`src/rtl/lcd_byte_writer_if.sv`:
```
// ---------------------------------------------------------------------------
// lcd_byte_writer_if
//   Request side of the LCD byte writer: the CPU register decode (master)
//   hands command/data bytes to the writer (slave) over a valid/ready
//   handshake. A byte is transferred on a clock edge where i_vld & o_rdy.
//
// Signals (names seen from the writer's side)
//   i_vld    master->slave  byte request valid, held until o_rdy
//   i_rs     master->slave  0 = command, 1 = data
//   i_data   master->slave  byte to write
//   o_rdy    slave->master  writer idle and accepting
//   o_busy   slave->master  ~o_rdy
// ---------------------------------------------------------------------------
interface lcd_byte_writer_if;
  logic       i_vld;
  logic       i_rs;
  logic [7:0] i_data;
  logic       o_rdy;
  logic       o_busy;

  modport master (
    output i_vld,
    output i_rs,
    output i_data,
    input  o_rdy,
    input  o_busy
  );

  modport slave (
    input  i_vld,
    input  i_rs,
    input  i_data,
    output o_rdy,
    output o_busy
  );
endinterface

```
`src/rtl/lcd_byte_writer.sv`:
```
// ---------------------------------------------------------------------------
// lcd_byte_writer
//   Hardware end of the LCD port. Accepts command/data bytes over a
//   valid/ready handshake and produces HD44780-style write timing:
//   RS/DATA setup, EN pulse, hold, then an execution wait before the next
//   byte is accepted. Clear/home commands get the long execution wait.
//
// Ports
//   i_clk        clock
//   i_rst        synchronous reset, active-high
//   req          slave side of lcd_byte_writer_if (i_vld/i_rs/i_data in,
//                o_rdy/o_busy out)
//   o_lcd_on     LCD power/backlight enable (1 from the first cycle after reset)
//   o_lcd_en     LCD EN strobe
//   o_lcd_rs     LCD RS
//   o_lcd_rw     LCD RW, tied 0 (write only)
//   o_lcd_data   LCD data bus
//   o_io_lcd     packed view {ON,20'b0,EN,RS,RW,DATA} (bits 31,10,9,8,7:0)
//
// Configuration
//   LCD_INIT_EN  when defined, reset enters a power-up wait of T_PWR_CYC and
//                then writes the init sequence 38,38,38,0C,01,06 before the
//                request port is opened (o_rdy stays 0 until then).
//                When undefined, there is no power-up state and no ROM.
// ---------------------------------------------------------------------------
module lcd_byte_writer #(
  parameter int unsigned T_SETUP_CYC = 4,
  parameter int unsigned T_EN_CYC    = 12,
  parameter int unsigned T_HOLD_CYC  = 4,
  parameter int unsigned T_EXEC_CYC  = 2000,
  parameter int unsigned T_LONG_CYC  = 82000,
  parameter int unsigned T_PWR_CYC   = 750000
) (
  input  logic                i_clk,
  input  logic                i_rst,
  lcd_byte_writer_if.slave    req,
  output logic                o_lcd_on,
  output logic                o_lcd_en,
  output logic                o_lcd_rs,
  output logic                o_lcd_rw,
  output logic [7:0]          o_lcd_data,
  output logic [31:0]         o_io_lcd
);

  function automatic int unsigned max_u(input int unsigned a, input int unsigned b);
    return (a > b) ? a : b;
  endfunction

  // One down-counter serves every state, so it is sized for the largest delay.
  localparam int unsigned MAX_CYC = max_u(max_u(max_u(T_SETUP_CYC, T_EN_CYC),
                                                max_u(T_HOLD_CYC, T_EXEC_CYC)),
                                          max_u(T_LONG_CYC, T_PWR_CYC));
  localparam int unsigned CNT_W   = $clog2(MAX_CYC + 1);

  localparam logic [CNT_W-1:0] SETUP_LD = CNT_W'(T_SETUP_CYC - 1);
  localparam logic [CNT_W-1:0] EN_LD    = CNT_W'(T_EN_CYC - 1);
  localparam logic [CNT_W-1:0] HOLD_LD  = CNT_W'(T_HOLD_CYC - 1);
  localparam logic [CNT_W-1:0] EXEC_LD  = CNT_W'(T_EXEC_CYC - 1);
  localparam logic [CNT_W-1:0] LONG_LD  = CNT_W'(T_LONG_CYC - 1);
`ifdef LCD_INIT_EN
  localparam logic [CNT_W-1:0] PWR_LD   = CNT_W'(T_PWR_CYC - 1);
  localparam logic [2:0]       INIT_LAST = 3'd5;

  function automatic logic [7:0] init_rom(input logic [2:0] idx);
    case (idx)
      3'd0, 3'd1, 3'd2: return 8'h38;  // function set, repeated for wake-up
      3'd3:             return 8'h0C;  // display on, cursor off
      3'd4:             return 8'h01;  // clear (long wait)
      default:          return 8'h06;  // entry mode: increment
    endcase
  endfunction
`endif

  typedef enum logic [2:0] {
    ST_IDLE,
    ST_SETUP,
    ST_PULSE,
    ST_HOLD,
    ST_WAIT
`ifdef LCD_INIT_EN
    , ST_PWR
`endif
  } state_e;

  state_e           state_q, state_d;
  logic [CNT_W-1:0] cnt_q,   cnt_d;
  logic             rs_q,    rs_d;
  logic [7:0]       data_q,  data_d;
  logic             en_q,    en_d;
  logic             rdy_q,   rdy_d;
  logic             on_q,    on_d;
`ifdef LCD_INIT_EN
  logic             init_pending_q, init_pending_d;
  logic [2:0]       init_idx_q,     init_idx_d;
`endif

  logic       start;
  logic       start_rs;
  logic [7:0] start_data;
  logic       is_long;

  // Commands 0x00..0x03 (clear/home and the 0x00 alias) need the long wait;
  // data writes never do.
  assign is_long = ~rs_q & (data_q[7:2] == 6'd0);

  // NOTE: every signal written here gets a default first, so no path through
  // the case statement can leave one unassigned and infer a latch.
  always_comb begin
    state_d    = state_q;
    cnt_d      = cnt_q;
    rs_d       = rs_q;
    data_d     = data_q;
    on_d       = 1'b1;
`ifdef LCD_INIT_EN
    init_pending_d = init_pending_q;
    init_idx_d     = init_idx_q;
    // Internal ROM requests take priority; rdy_q is 0 while they are pending.
    start      = init_pending_q | (req.i_vld & rdy_q);
    start_rs   = init_pending_q ? 1'b0 : req.i_rs;
    start_data = init_pending_q ? init_rom(init_idx_q) : req.i_data;
`else
    start      = req.i_vld & rdy_q;
    start_rs   = req.i_rs;
    start_data = req.i_data;
`endif

    unique case (state_q)
      ST_IDLE: begin
        if (start) begin
          rs_d    = start_rs;
          data_d  = start_data;
          cnt_d   = SETUP_LD;
          state_d = ST_SETUP;
`ifdef LCD_INIT_EN
          if (init_pending_q) begin
            init_idx_d = init_idx_q + 3'd1;
            // Clearing pending on the last issue lets o_rdy rise only when
            // that write's WAIT finishes.
            if (init_idx_q == INIT_LAST) init_pending_d = 1'b0;
          end
`endif
        end
      end
      ST_SETUP: begin
        if (cnt_q == '0) begin
          cnt_d   = EN_LD;
          state_d = ST_PULSE;
        end else begin
          cnt_d = cnt_q - CNT_W'(1);
        end
      end
      ST_PULSE: begin
        if (cnt_q == '0) begin
          cnt_d   = HOLD_LD;
          state_d = ST_HOLD;
        end else begin
          cnt_d = cnt_q - CNT_W'(1);
        end
      end
      ST_HOLD: begin
        if (cnt_q == '0) begin
          cnt_d   = is_long ? LONG_LD : EXEC_LD;
          state_d = ST_WAIT;
        end else begin
          cnt_d = cnt_q - CNT_W'(1);
        end
      end
      ST_WAIT: begin
        if (cnt_q == '0) begin
          state_d = ST_IDLE;
        end else begin
          cnt_d = cnt_q - CNT_W'(1);
        end
      end
`ifdef LCD_INIT_EN
      ST_PWR: begin
        if (cnt_q == '0) begin
          state_d = ST_IDLE;
        end else begin
          cnt_d = cnt_q - CNT_W'(1);
        end
      end
`endif
      default: state_d = ST_IDLE;
    endcase

    // Outputs are decoded from the next state so they appear registered and
    // line up with the state they belong to.
    en_d  = (state_d == ST_PULSE);
`ifdef LCD_INIT_EN
    rdy_d = (state_d == ST_IDLE) & ~init_pending_d;
`else
    rdy_d = (state_d == ST_IDLE);
`endif
  end

  // NOTE: sequential state uses non-blocking assignments so every flop
  // samples its _d value from before the edge, independent of statement order.
  always_ff @(posedge i_clk) begin
    if (i_rst) begin
`ifdef LCD_INIT_EN
      state_q        <= ST_PWR;
      cnt_q          <= PWR_LD;
      rdy_q          <= 1'b0;
      init_pending_q <= 1'b1;
      init_idx_q     <= 3'd0;
`else
      state_q        <= ST_IDLE;
      cnt_q          <= '0;
      rdy_q          <= 1'b1;
`endif
      rs_q           <= 1'b0;
      data_q         <= 8'h00;
      en_q           <= 1'b0;
      on_q           <= 1'b1;
    end else begin
      state_q        <= state_d;
      cnt_q          <= cnt_d;
      rdy_q          <= rdy_d;
`ifdef LCD_INIT_EN
      init_pending_q <= init_pending_d;
      init_idx_q     <= init_idx_d;
`endif
      rs_q           <= rs_d;
      data_q         <= data_d;
      en_q           <= en_d;
      on_q           <= on_d;
    end
  end

  assign req.o_rdy  = rdy_q;
  assign req.o_busy = ~rdy_q;
  assign o_lcd_on   = on_q;
  assign o_lcd_en   = en_q;
  assign o_lcd_rs   = rs_q;
  assign o_lcd_rw   = 1'b0;
  assign o_lcd_data = data_q;
  assign o_io_lcd   = {on_q, 20'd0, en_q, rs_q, 1'b0, data_q};

endmodule
```
`src/flat_wrapper.sv`:
```
// flat-port wrapper written by rule: the top's interface ports become plain ports
module lcd_byte_writer_flat 
#(
  parameter int unsigned T_SETUP_CYC = 4,
  parameter int unsigned T_EN_CYC    = 12,
  parameter int unsigned T_HOLD_CYC  = 4,
  parameter int unsigned T_EXEC_CYC  = 2000,
  parameter int unsigned T_LONG_CYC  = 82000,
  parameter int unsigned T_PWR_CYC   = 750000
)
  (i_clk, i_rst, o_lcd_on, o_lcd_en, o_lcd_rs, o_lcd_rw, o_lcd_data, o_io_lcd, req_i_vld, req_i_rs, req_i_data, req_o_rdy, req_o_busy);
  lcd_byte_writer_if req_i ();
  input  logic i_clk;
  input  logic i_rst;
  output logic o_lcd_on;
  output logic o_lcd_en;
  output logic o_lcd_rs;
  output logic o_lcd_rw;
  output logic [7:0] o_lcd_data;
  output logic [31:0] o_io_lcd;
  input wire logic [$bits(req_i.i_vld)-1:0] req_i_vld;
  input wire logic [$bits(req_i.i_rs)-1:0] req_i_rs;
  input wire logic [$bits(req_i.i_data)-1:0] req_i_data;
  output wire logic [$bits(req_i.o_rdy)-1:0] req_o_rdy;
  output wire logic [$bits(req_i.o_busy)-1:0] req_o_busy;
  assign req_i.i_vld = req_i_vld;
  assign req_i.i_rs = req_i_rs;
  assign req_i.i_data = req_i_data;
  assign req_o_rdy = req_i.o_rdy;
  assign req_o_busy = req_i.o_busy;
  lcd_byte_writer #(.T_SETUP_CYC(T_SETUP_CYC), .T_EN_CYC(T_EN_CYC), .T_HOLD_CYC(T_HOLD_CYC), .T_EXEC_CYC(T_EXEC_CYC), .T_LONG_CYC(T_LONG_CYC), .T_PWR_CYC(T_PWR_CYC)) u_core (.i_clk(i_clk), .i_rst(i_rst), .req(req_i), .o_lcd_on(o_lcd_on), .o_lcd_en(o_lcd_en), .o_lcd_rs(o_lcd_rs), .o_lcd_rw(o_lcd_rw), .o_lcd_data(o_lcd_data), .o_io_lcd(o_io_lcd));
endmodule
```
`config.mk`:
```
export PLATFORM = sky130hd
export DESIGN_NAME = lcd_byte_writer_flat
export DESIGN_NICKNAME = d
export VERILOG_FILES = /design/src/rtl/lcd_byte_writer_if.sv /design/src/rtl/lcd_byte_writer.sv /design/src/flat_wrapper.sv
export SDC_FILE = /design/constraint.sdc
export NUM_CORES = 1
export LEC_CHECK = 0
export BUFFER_PORTS_ARGS = -buffer_cell sky130_fd_sc_hd__buf_2
export CELL_PAD_IN_SITES_DETAIL_PLACEMENT = 0
export CELL_PAD_IN_SITES_GLOBAL_PLACEMENT = 2
export CORE_ASPECT_RATIO = 0.75
export CORE_MARGIN = 3
export CORE_UTILIZATION = 27
export DETAILED_ROUTE_END_ITERATION = 8
export HOLD_SLACK_MARGIN = 0.15
export PLACE_DENSITY_LB_ADDON = 0.1
export SYNTH_ARGS = -nofsm -noshare
export SYNTH_HDL_FRONTEND = slang
export SYNTH_SLANG_ARGS = --single-unit
```
`constraint.sdc`:
```
create_clock -name i_clk -period 1.8 [get_ports i_clk]
set_input_delay 0.18 -clock i_clk [delete_from_list [all_inputs] [get_ports i_clk]]
set_output_delay 0.18 -clock i_clk [all_outputs]
set_load 0.01 [all_outputs]
```
==> impl_summary.txt, run 1 <==
----------------------------------------------------
[Floorplanning]
  Std cell rows ... 27
  I/O pin total ... 58
  Core region area ... 7430 um2
  Initial core utilization ... 28.1%
  Die Footprint ... 8830 um2
  Die Span Y ... 82.1 um
  Die boundary width ... 107 um

[Global routing]
  Initial antenna violation count ... 0
  First-pass GRT wire length ... 9290 um
  Global-route congestion overflow total ... 0
  Vias in the first global route ... 1,806
  Total GRT Usage ... 13.6%
  Maximum number of pins on one net before global-route repair ... 29

[Final layout]
  Number of diodes ... 0
  Number of filler cells placed in the layout ... 750
  Area Overhead vs Synth ... 51.5%
  Post-layout nets ... 360
  Top library cells by usage in the layout, fill and taps aside ... 60 x sky130_fd_sc_hd__buf_4, 33 x sky130_fd_sc_hd__buf_2, 31 x sky130_fd_sc_hd__dfxtp_1
  Non-filler instance count after layout ... 447
  Fraction of layout instances using a drive strength above 1 ... 44.8%
  Final standard cell area without fillers ... 3160 um2
  Final Core Density ... 42.5%
  Commonest non-fill, non-tap cell in the layout ... sky130_fd_sc_hd__buf_4

[Timing]
  Highest attainable clock frequency ... 0.511 GHz
  Minimum setup slack in the final design ... -0.157 ns
  Hold violation count in the final report ... 0
  Post-route clock skew ... 0.0121 ns
  Hold slack final ... 0.379 ns
  Time the final worst path needs with I/O delays and setup ... 1.96 ns
  Actual slew at the worst max-slew pin ... 0.617 ns
  Final setup fails ... 22
  Slew Limit Fails ... 0
  RSZ-0062 raised after global routing ... true
  Post-route setup TNS ... -2.08 ns
  Fin crit share ... 109%
  Slew headroom ... 58.9%

[Placement]
  Final HPWL DP ... 4350 um
  Port buffer count ... 33
  Cell Area, Placed ... 2720 um2
  Gpl congestion ... 0.756
  Instance count after placement with tap cells included ... 427

[Critical path]
  Arrival time at the worst endpoint ... 2.10 ns
  R2r setup slk ... -0.16 ns
  Capturing element type of the critical path ... flop
  Required time at the endpoint of the critical path ... 1.95 ns
  CP Class ... flop to flop
  R2r startpoint ... u_core.cnt_q[0]$_SDFFE_PP0P_
  Number of cells on the worst reg-to-reg path ... 9
  Reg-to-Reg End ... u_core.cnt_q[8]$_SDFFE_PP0P_
  Highest fanout seen on the critical path ... 4
  Critical path launch point type ... flop

[Worst hold path]
  Worst Min Path Start ... i_rst
  Cell depth of the worst hold path ... 2
  Worst-case hold path end point ... u_core.cnt_q[9]$_SDFFE_PP0P_
  Worst min-delay path category ... input pin to flop

[Pwr]
  Switching power total ... 3.41 mW
  Power per cell area ... 2390 nW/um2
  Internal power consumption ... 4.13 mW
  Peak ir drop on the vdd network ... 868 uV
  Combinational share of power ... 75.2%
  Switching Share ... 45.2%
  Cell leakage power ... 1.37 nW
  Sequential group share of total power ... 17.1%
  Clock group share of total power ... 7.6%

[Synthesis]
  Fraction of registers with async set/reset ... 0%
  Number of warnings issued by yosys ... 0
  Prevailing post-synth register cell ... sky130_fd_sc_hd__dfxtp_1
  Top cell type by total area after synthesis ... sky130_fd_sc_hd__dfxtp_1
  Flip-flop and latch count after synthesis ... 34
  Mean post-synth cell area ... 8.38 um2
  Share of the yosys chip area belonging to registers ... 32.6%
  Cell types with the largest area share after synthesis ... sky130_fd_sc_hd__dfxtp_1 33%, sky130_fd_sc_hd__buf_4 12%, sky130_fd_sc_hd__nor2_1 5.9%, sky130_fd_sc_hd__mux2i_1 4.3%, sky130_fd_sc_hd__a21oi_1 3.6%
  Synthesized instance count ... 249
  Number of distinct library cells after synthesis ... 52
  Count of flip-flops with a built-in enable after synthesis ... 0
  Share of the synthesized area in the top cell type ... 32.6%
  Total standard cell area after synthesis ... 2090 um2

[Clocking]
  Root Driver ... sky130_fd_sc_hd__clkbuf_8
  Clock insertion delay at the later pin of the skew report ... 0.29 ns
  Number of buffers created by CTS ... 5
  Clock slew at the register clock pins of the worst setup and hold paths ... 0.08 ns
  Number of buffers between clock root and the deepest sink ... 2
  CTS sink cnt ... 34
  H-tree depth reported by CTS ... 2
  Clock tree from TritonCTS ... built

[Route]
  DRT Wirelength ... 5950 um
  Top routing layer used ... met4
  Length of routed met3 wiring ... 278 um
  DRC violations left ... 0
  Met2 WL post-DR ... 2520 um
  Number of optimization iterations in the first detailed-route pass ... 4
  Number of design-rule violations left by the first detailed-router iteration ... 50
  Via count of the routed design ... 1,967
  Routed Antenna Nets ... 0
  Routed len/inst ... 13.3 um
  Post-route met1 wirelength ... 3130 um
  Via/cell ratio ... 4.40

[Status]
  Violated checks ... setup timing
  Outcome ... complete, but fails checks

[Job]
  Total of max-cap violations ... 0

----------------------------------------------------
==> through the flow <==
step                setup slack (ns)  total power, mW
floorplan                     -0.120             3.98
global placement              -0.230             6.24
detailed placement            -0.292             6.17
CTS                           -0.163             7.37
global route                  -0.306             8.18
finish                        -0.157             7.54
==> how the worst max path moves through the flow <==
stage	startpoint	endpoint	slack (ns)	cells past startpoint
3_3_place_gp	u_core.cnt_q[1]$_SDFFE_PP0P_	u_core.cnt_q[13]$_SDFFE_PP0P_	-0.23	9
4_1_cts	u_core.o_lcd_data[4]$_SDFFE_PP0P_	u_core.cnt_q[8]$_SDFFE_PP0P_	-0.16	7
2_1_floorplan	u_core.cnt_q[1]$_SDFFE_PP0P_	u_core.cnt_q[9]$_SDFFE_PP0P_	-0.12	8
3_5_place_dp	u_core.cnt_q[1]$_SDFFE_PP0P_	u_core.cnt_q[6]$_SDFFE_PP0P_	-0.29	9
6_report	u_core.cnt_q[0]$_SDFFE_PP0P_	u_core.cnt_q[8]$_SDFFE_PP0P_	-0.16	9
5_1_grt	u_core.cnt_q[1]$_SDFFE_PP0P_	u_core.cnt_q[9]$_SDFFE_PP0P_	-0.31	10
==> cell families after synthesis <==
group	count (synthesis)	synth area share, %
xor gates and xnor gates	12	5.04
other	2	0.360
muxes	9	4.32
and+or+nand+nor	95	25.6
DFF	34	32.6
AOI/OAI and AO/OA	48	16.7
adders and majority gates	1	0.600
buffers and inverters	48	14.8
==> power by group through the flow <==
| stage | Sequential [mW] | Combinational [mW] | Clock [mW] |
|---|---|---|---|
| after CTS | 1.27 | 5.48 | 0.609 |
| after detailed placement | 1.28 | 4.89 | 0 |
| after floorplan | 1.32 | 2.66 | 0 |
| after global placement | 1.28 | 4.96 | 0 |
| final | 1.29 | 5.67 | 0.577 |
| after global routing | 1.33 | 6.22 | 0.626 |
==> routing by layer <==
metal	up-vias	global-route usage, %
met5	-	0
met4	0	3.40
met3	2	2.80
met2	34	19.2
met1	906	20.8
li1	1025	-
==> critical path: stages (launching register included) <==
cell	delay [ns]
sky130_fd_sc_hd__dfxtp_2	0.33
sky130_fd_sc_hd__inv_2	0.06
sky130_fd_sc_hd__ha_4	0.13
sky130_fd_sc_hd__nor4b_4	0.17
sky130_fd_sc_hd__buf_4	0.17
sky130_fd_sc_hd__and4b_2	0.31
sky130_fd_sc_hd__nand2_2	0.10
sky130_fd_sc_hd__a311o_1	0.40
sky130_fd_sc_hd__o21ai_1	0.09
sky130_fd_sc_hd__a21oi_1	0.07
==> final cells by class <==
cell class	instances	area [um2]	share of cell area [%]
clock buffers	6	82.6	2.61
inverters	7	26.3	0.831
multi-input cells	189	1420	44.9
flip-flops and latches	34	684	21.7
well taps	101	126	4.00
repair buffers	110	822	26.0
==> Yosys cell counts (all sizes together), types with 3 or more instances <==
master	instances
nor4	6
inv	7
clkbuf	3
a31oi	3
o31ai	3
buf	38
a21oi	15
nor2	34
nand3	4
nor3	15
a2111oi	4
xnor2	4
o211ai	4
dfxtp	34
o21ai	8
nand2	15
xor2	8
mux2i	9
or3	5
and2	3
==> repair_timing <==
item,in CTS,in global routing
endpoints found under the hold margin,9,0
pin swaps,19,15
gates cloned,0,0
resized for setup,28,23
setup endpoints to repair,25,25
hold buffers,9,0
buffers inserted,4,1
==> flip-flops by register name (all words and copies together), names as in the netlist <==
signal / flops
u_core.o_lcd_en: 1
u_core.o_lcd_rs: 1
u_core.state_q: 3
u_core.o_lcd_data: 8
u_core.req.o_rdy: 1
u_core.cnt_q: 20
Note: power is estimated with default switching activity, not from simulation.
==> run 2: changes to the inputs <==
--- a/config.mk
+++ b/config.mk
@@ -10,3 +10,3 @@
 export CELL_PAD_IN_SITES_GLOBAL_PLACEMENT = 2
-export CORE_ASPECT_RATIO = 0.75
+export CORE_ASPECT_RATIO = 0.5
 export CORE_MARGIN = 3
--- a/constraint.sdc
+++ b/constraint.sdc
@@ -3,2 +3,2 @@
 set_output_delay 0.18 -clock i_clk [all_outputs]
-set_load 0.01 [all_outputs]
+set_load 0.1 [all_outputs]
==> run 2 against run 1 <==
Net effect:
- largest cell class unchanged
- wire length is 6.6% higher
- first-iteration DRC count increased by 130%
- critical path depth unchanged
- utilization up 3.0 points
- the run still ends with setup timing left
- clock skew shrank 0.0045 ns
- count of clock-buffer cells in the layout unchanged
==> impl_summary.txt, run 2 (synthesis results as in run 1) <==
----------------------------------------------------
[Status]
  Outcome ... complete, but fails checks
  Violated checks ... setup timing

[Final layout]
  Largest register by flop count ... u_core.cnt_q
  Top library cells by usage in the layout, fill and taps aside ... 60 x sky130_fd_sc_hd__buf_4, 33 x sky130_fd_sc_hd__buf_2, 31 x sky130_fd_sc_hd__nor2_1
  Commonest non-fill, non-tap cell in the layout ... sky130_fd_sc_hd__buf_4
  Number of filler cells placed in the layout ... 683 (-8.9%)
  Max FFs per register ... 20 (unchanged)
  Non-filler instance count after layout ... 441 (-1.3%)
  Fraction of layout instances using a drive strength above 1 ... 46.1% (+1.3 points)
  Number of diodes ... 0 (unchanged)
  Final Core Density ... 45.5% (+3.0 points)
  Area Overhead vs Synth ... 54.3%
  Post-layout nets ... 361 (+0.28%)

[Critical path]
  Worst stage delay on the critical path ... 0.35 ns (-0.05 ns)
  Critical path launch point type ... flop
  Cell family with most CP delay ... simple AND/OR/NAND/NOR gates
  Reg-to-Reg End ... u_core.req.o_rdy$_SDFF_PP1_
  Required time at the endpoint of the critical path ... 2.00 ns (+0.05 ns)
  Arrival time at the worst endpoint ... 2.17 ns (+0.07 ns)
  Buffers & Inverters on Critical Path ... 2 (unchanged)
  Number of cells on the critical path ... 9 (unchanged)
  End point of the critical path ... u_core.req.o_rdy$_SDFF_PP1_
  Capturing element type of the critical path ... flop
  CP Class ... flop to flop
  R2r startpoint ... u_core.cnt_q[0]$_SDFFE_PP0P_
  R2r setup slk ... -0.17 ns (about the same)
  Number of cells on the worst reg-to-reg path ... 9 (unchanged)
  Critical-path top delay cell ... sky130_fd_sc_hd__and4b_2
  Highest fanout seen on the critical path ... 4 (unchanged)
  First element of the critical path ... u_core.cnt_q[0]$_SDFFE_PP0P_
  Ordered cell list for the critical path ... inv_2 > ha_4 > nor4b_4 > and4b_2 > buf_4 > nand3_4 > xnor2_2 > and2_1 > nor3_2

[Route]
  Number of design-rule violations left by the first detailed-router iteration ... 114 (+130%)
  DRC violations left ... 0 (unchanged)
  Routed len/inst ... 14.4 um (+8.1%)
  Routed Antenna Nets ... 0 (unchanged)
  Number of optimization iterations in the first detailed-route pass ... 4 (unchanged)
  Via/cell ratio ... 4.60 (+4.5%)
  Via count of the routed design ... 2,027 (+3.1%)
  DRT Wirelength ... 6350 um (+6.6%)

[Timing]
  Hold slack final ... 0.381 ns (+0.00143 ns)
  Time the final worst path needs with I/O delays and setup ... 1.97 ns (+0.00950 ns)
  Actual slew at the worst max-slew pin ... 0.593 ns (-0.0237 ns)
  Slew Limit Fails ... 0 (unchanged)
  Slew headroom ... 60.5% (+1.6 points)
  Minimum setup slack in the final design ... -0.167 ns (-0.00950 ns)
  RSZ-0062 raised after global routing ... true
  Hold violation count in the final report ... 0 (unchanged)
  Post-route clock skew ... 0.00752 ns (-0.00455 ns)
  Final setup fails ... 21 (-4.5%)
  Post-route setup TNS ... -1.52 ns (+0.554 ns)
  Fin crit share ... 109% (+0.53 points)
  Highest attainable clock frequency ... 0.508 GHz (-0.48%)

[Clocking]
  Clock insertion delay at the later pin of the skew report ... 0.29 ns (about the same)
  Root Driver ... sky130_fd_sc_hd__clkbuf_16
  Clock slew at the register clock pins of the worst setup and hold paths ... 0.06 ns (-0.02 ns)
  CTS sink cnt ... 34 (unchanged)
  Clock tree from TritonCTS ... built
  H-tree depth reported by CTS ... 2 (unchanged)
  Number of buffers between clock root and the deepest sink ... 2 (unchanged)
  Number of buffers created by CTS ... 5 (unchanged)

[Floorplanning]
  Initial core utilization ... 29.5% (+1.4 points)
  Die Footprint ... 8880 um2 (+0.60%)
  Std cell rows ... 21 (-22%)
  Die boundary width ... 130 um (+21%)
  Die Span Y ... 68.2 um (-17%)
  Core region area ... 7070 um2 (-4.9%)
  I/O pin total ... 58 (unchanged)

[Global routing]
  Global-route congestion overflow total ... 0 (unchanged)
  Vias in the first global route ... 1,996 (+11%)
  Total GRT Usage ... 15.5% (+1.9 points)
  Maximum number of pins on one net before global-route repair ... 29 (unchanged)
  Initial antenna violation count ... 0 (unchanged)
  First-pass GRT wire length ... 10,400 um (+12%)

[Worst hold path]
  Worst min-delay path category ... input pin to flop

[Placement]
  Final HPWL DP ... 4630 um (+6.5%)
  Gpl congestion ... 0.800 (+5.8%)
  Instance count after placement with tap cells included ... 413 (-3.3%)
  Port buffer count ... 33 (unchanged)

[Job]
  Total of max-cap violations ... 0 (unchanged)

----------------------------------------------------
## run 2: changes by cell type in the layout (fill, tap and decap cells not counted), sizes merged
cell    before  now
buf        101  102
clkinv       0    2
## run 2: area by class of cell
cell class	count	area, um2	share of cell area, %
Multi-Input combinational cell	189	1420	44.2
Tap cell	92	115	3.58
Timing Repair Buffer	111	816	25.3
Inverter	7	26.3	0.816
Clock inverter	2	10.0	0.311
Clock buffer	6	129	4.00
Sequential cell	34	698	21.7
## run 2: repair_timing
action | 4_1_cts | 5_1_grt
hold buffers | 9 | 0
gates resized for setup | 19 | 29
setup buffers | 7 | 5
pin swaps | 8 | 23
endpoints found under the hold margin | 9 | 0
endpoints found under the setup margin | 24 | 25
## run 2: how the worst min path moves through the flow
stage	end	slack [ns]	from	cells after the start
6_report	u_core.o_lcd_rs$_SDFFE_PP0P_	0.38	i_rst	2
5_1_grt	u_core.o_lcd_data[5]$_SDFFE_PP0P_	0.42	i_rst	2
4_1_cts	u_core.o_lcd_data[5]$_SDFFE_PP0P_	0.38	i_rst	2
3_5_place_dp	u_core.o_lcd_data[5]$_SDFFE_PP0P_	0.43	req_i_data[5]	3
3_3_place_gp	u_core.o_lcd_data[7]$_SDFFE_PP0P_	0.42	req_i_data[7]	3
2_1_floorplan	u_core.o_lcd_data[4]$_SDFFE_PP0P_	0.33	req_i_data[4]	2
## run 2: stage by stage
step           worst slack (ns)  instance area [um2]
2_1_floorplan            -0.120                 2220
4_1_cts                  -0.170                 3060
3_5_place_dp             -0.301                 2670
5_1_grt                  -0.285                 3220
6_report                 -0.167                 3220
3_3_place_gp             -0.237                 2670
## run 2: per-layer routing
layer | wire length [um] | up-vias | track usage [%]
met4 | 77 | 0 | 5.70
met1 | 3230 | 925 | 21.5
li1 | - | 1021 | -
met3 | 443 | 11 | 5.22
met5 | 0 | - | 0
met2 | 2600 | 70 | 22.3
Power of run 2 is left out: the tool's default activity adds up to more than one toggle a clock period on the data nets, which glitch-free logic cannot reach.
==> run 3: changes to the inputs <==
CORE_MARGIN = 2   (was 3)
CTS_CLUSTER_DIAMETER = 100   (was not set)
==> run 3 against run 2 <==
Net effect:
- the run still ends with setup timing left
- first-iteration DRC count grew 15%
- sequential cell count is the same
- critical endpoint is now u_core.cnt_q[3]$_SDFFE_PP0P_
- largest cell class unchanged
- highest routed layer unchanged
- fmax shrank 1.4%
==> impl_summary.txt, run 3 (synthesis results as in run 1) <==
----------------------------------------------------
[Floorplanning]
  I/O pin total ... 58 (unchanged)
  Initial core utilization ... 28.2% (-1.3 points)
  Die Footprint ... 8490 um2 (-4.4%)
  Die boundary width ... 128 um (-1.5%)
  Die Span Y ... 66.2 um (-2.9%)
  Std cell rows ... 22 (+4.8%)
  Core region area ... 7400 um2 (+4.8%)

[Clocking]
  CTS sink cnt ... 34 (unchanged)
  H-tree depth reported by CTS ... 2 (unchanged)
  Number of buffers between clock root and the deepest sink ... 2 (unchanged)
  Root Driver ... sky130_fd_sc_hd__clkbuf_16
  Number of buffers created by CTS ... 5 (unchanged)
  Clock slew at the register clock pins of the worst setup and hold paths ... 0.05 ns (about the same)
  Clock tree from TritonCTS ... built
  Clock insertion delay at the later pin of the skew report ... 0.28 ns (about the same)

[Critical path]
  Critical path launch point type ... flop
  Worst stage delay on the critical path ... 0.42 ns (+0.07 ns)
  Ordered cell list for the critical path ... nor4_1 > nand2_1 > buf_4 > nor3_4 > buf_12 > nor2_4 > or3_4 > a31oi_1
  CP Class ... flop to flop
  Number of cells on the worst reg-to-reg path ... 8 (-1)
  Required time at the endpoint of the critical path ... 1.99 ns (about the same)
  Arrival time at the worst endpoint ... 2.19 ns (+0.02 ns)
  Cell family with most CP delay ... simple AND/OR/NAND/NOR gates
  Reg-to-Reg End ... u_core.cnt_q[3]$_SDFFE_PP0P_
  Critical-path top delay cell ... sky130_fd_sc_hd__nor4_1
  R2r startpoint ... u_core.cnt_q[15]$_SDFFE_PP0P_
  Highest fanout seen on the critical path ... 8 (+4)
  R2r setup slk ... -0.19 ns (-0.03 ns)
  Buffers & Inverters on Critical Path ... 2 (unchanged)
  Capturing element type of the critical path ... flop

[Final layout]
  Top library cells by usage in the layout, fill and taps aside ... 56 x sky130_fd_sc_hd__buf_4, 33 x sky130_fd_sc_hd__buf_2, 27 x sky130_fd_sc_hd__nor2_1
  Non-filler instance count after layout ... 442 (+0.23%)
  Multi-input combinational cell area ... 1480 um2 (+3.8%)
  Largest register by flop count ... u_core.cnt_q
  Max FFs per register ... 20 (unchanged)
  Post-layout nets ... 358 (-0.83%)
  Area Overhead vs Synth ... 58.3%
  Sequential cell area ... 699 um2 (+0.18%)
  Commonest non-fill, non-tap cell in the layout ... sky130_fd_sc_hd__buf_4
  Number of diodes ... 0 (unchanged)
  Final standard cell area without fillers ... 3300 um2 (+2.6%)
  Number of filler cells placed in the layout ... 717 (+5.0%)
  Fraction of layout instances using a drive strength above 1 ... 48.8% (+2.7 points)

[Placement]
  Final HPWL DP ... 4520 um (-2.4%)
  Instance count after placement with tap cells included ... 418 (+1.2%)
  Cell Area, Placed ... 2710 um2 (+1.4%)
  Port buffer count ... 33 (unchanged)
  Post-place setup slack ... -0.213 ns (+0.0877 ns)
  Gpl congestion ... 0.787 (-1.7%)

[Timing]
  Highest attainable clock frequency ... 0.501 GHz (-1.4%)
  Slew headroom ... 55.9% (-4.6 points)
  Hold violation count in the final report ... 0 (unchanged)
  RSZ-0062 raised after global routing ... true
  Post-route clock skew ... 0.00365 ns (-0.00387 ns)
  Post-route setup TNS ... -2.72 ns (-1.20 ns)
  Slew Limit Fails ... 0 (unchanged)
  Final setup fails ... 24 (+14%)
  Time the final worst path needs with I/O delays and setup ... 1.99 ns (+0.0274 ns)
  Actual slew at the worst max-slew pin ... 0.662 ns (+0.0687 ns)
  Fin crit share ... 111% (+1.5 points)
  Minimum setup slack in the final design ... -0.194 ns (-0.0274 ns)

[Worst hold path]
  Cell depth of the worst hold path ... 3 (+1)
  Worst min-delay path category ... input pin to flop
  Worst-case hold path end point ... u_core.o_lcd_data[6]$_SDFFE_PP0P_
  Worst Min Path Start ... req_i_data[6]

[Global routing]
  Maximum number of pins on one net before global-route repair ... 29 (unchanged)
  Global-route congestion overflow total ... 0 (unchanged)
  First-pass GRT wire length ... 10,100 um (-2.7%)
  Initial antenna violation count ... 0 (unchanged)
  Total GRT Usage ... 15.6% (+0.12 points)
  Vias in the first global route ... 2,000 (+0.20%)

[Route]
  Via count of the routed design ... 2,069 (+2.1%)
  Number of design-rule violations left by the first detailed-router iteration ... 131 (+15%)
  DRT Wirelength ... 6260 um (-1.3%)
  Number of optimization iterations in the first detailed-route pass ... 4 (unchanged)
  Via/cell ratio ... 4.68 (+1.8%)
  Routed Antenna Nets ... 0 (unchanged)
  DRC violations left ... 0 (unchanged)
  Routed len/inst ... 14.2 um (-1.5%)

[Status]
  Outcome ... complete, but fails checks
  Violated checks ... setup timing

[Job]
  Total of max-cap violations ... 0 (unchanged)

----------------------------------------------------
[run 3: worst register-to-register path, delay by kind of cell, from the launching register on]
kind | cells | cell delay [ns]
compound gates | 1 | 0.17
simple gates | 5 | 1.09
flops | 1 | 0.32
buf+inv | 2 | 0.34
[run 3: stage by stage]
stage / hold WS (ns) / util, %
4_1_cts: 0.154 / 42.5
5_1_grt: 0.161 / 44.6
3_5_place_dp: 0.422 / 36.6
6_report: 0.151 / 44.6
2_1_floorplan: 0.326 / -
3_3_place_gp: 0.413 / 36.6
[run 3: worst max-delay path by stage]
stage	start	to	slack [ns]	cells after the start
after floorplan	u_core.cnt_q[1]$_SDFFE_PP0P_	u_core.cnt_q[9]$_SDFFE_PP0P_	-0.12	8
after global placement	u_core.cnt_q[15]$_SDFFE_PP0P_	u_core.cnt_q[9]$_SDFFE_PP0P_	-0.22	8
after detailed placement	u_core.cnt_q[1]$_SDFFE_PP0P_	u_core.cnt_q[9]$_SDFFE_PP0P_	-0.21	9
after CTS	u_core.cnt_q[0]$_SDFFE_PP0P_	u_core.cnt_q[12]$_SDFFE_PP0P_	-0.17	9
after global routing	u_core.cnt_q[15]$_SDFFE_PP0P_	u_core.cnt_q[3]$_SDFFE_PP0P_	-0.29	8
final	u_core.cnt_q[15]$_SDFFE_PP0P_	u_core.cnt_q[3]$_SDFFE_PP0P_	-0.19	8
[run 3: timing repair]
action / 4_1_cts / 5_1_grt
endpoints found under the hold margin: 8 / 0
setup endpoints to repair: 24 / 25
gates resized for setup: 38 / 30
buffers inserted: 6 / 3
hold buffers: 8 / 0
pin swaps: 17 / 18
[run 3: routing by layer]
layer,GRT usage (%),up-vias,part of all wire (%),wire [um]
li1,-,1023,-,-
met2,25.4,72,42,2660
met5,0,-,0,0
met3,4.13,8,4.7,294
met1,20.3,966,51,3220
met4,5.08,0,1.4,89
[run 3: area by class of cell]
| cell class | instances | area share (%) |
|---|---|---|
| clock inverters | 1 | 0.909 |
| multi-input cells | 189 | 44.8 |
| well taps | 96 | 3.64 |
| inverters | 7 | 0.796 |
| clock buffers | 7 | 4.02 |
| repair buffers | 108 | 24.7 |
| flip-flops and latches | 34 | 21.2 |
Power of run 3 is left out for the same reason.
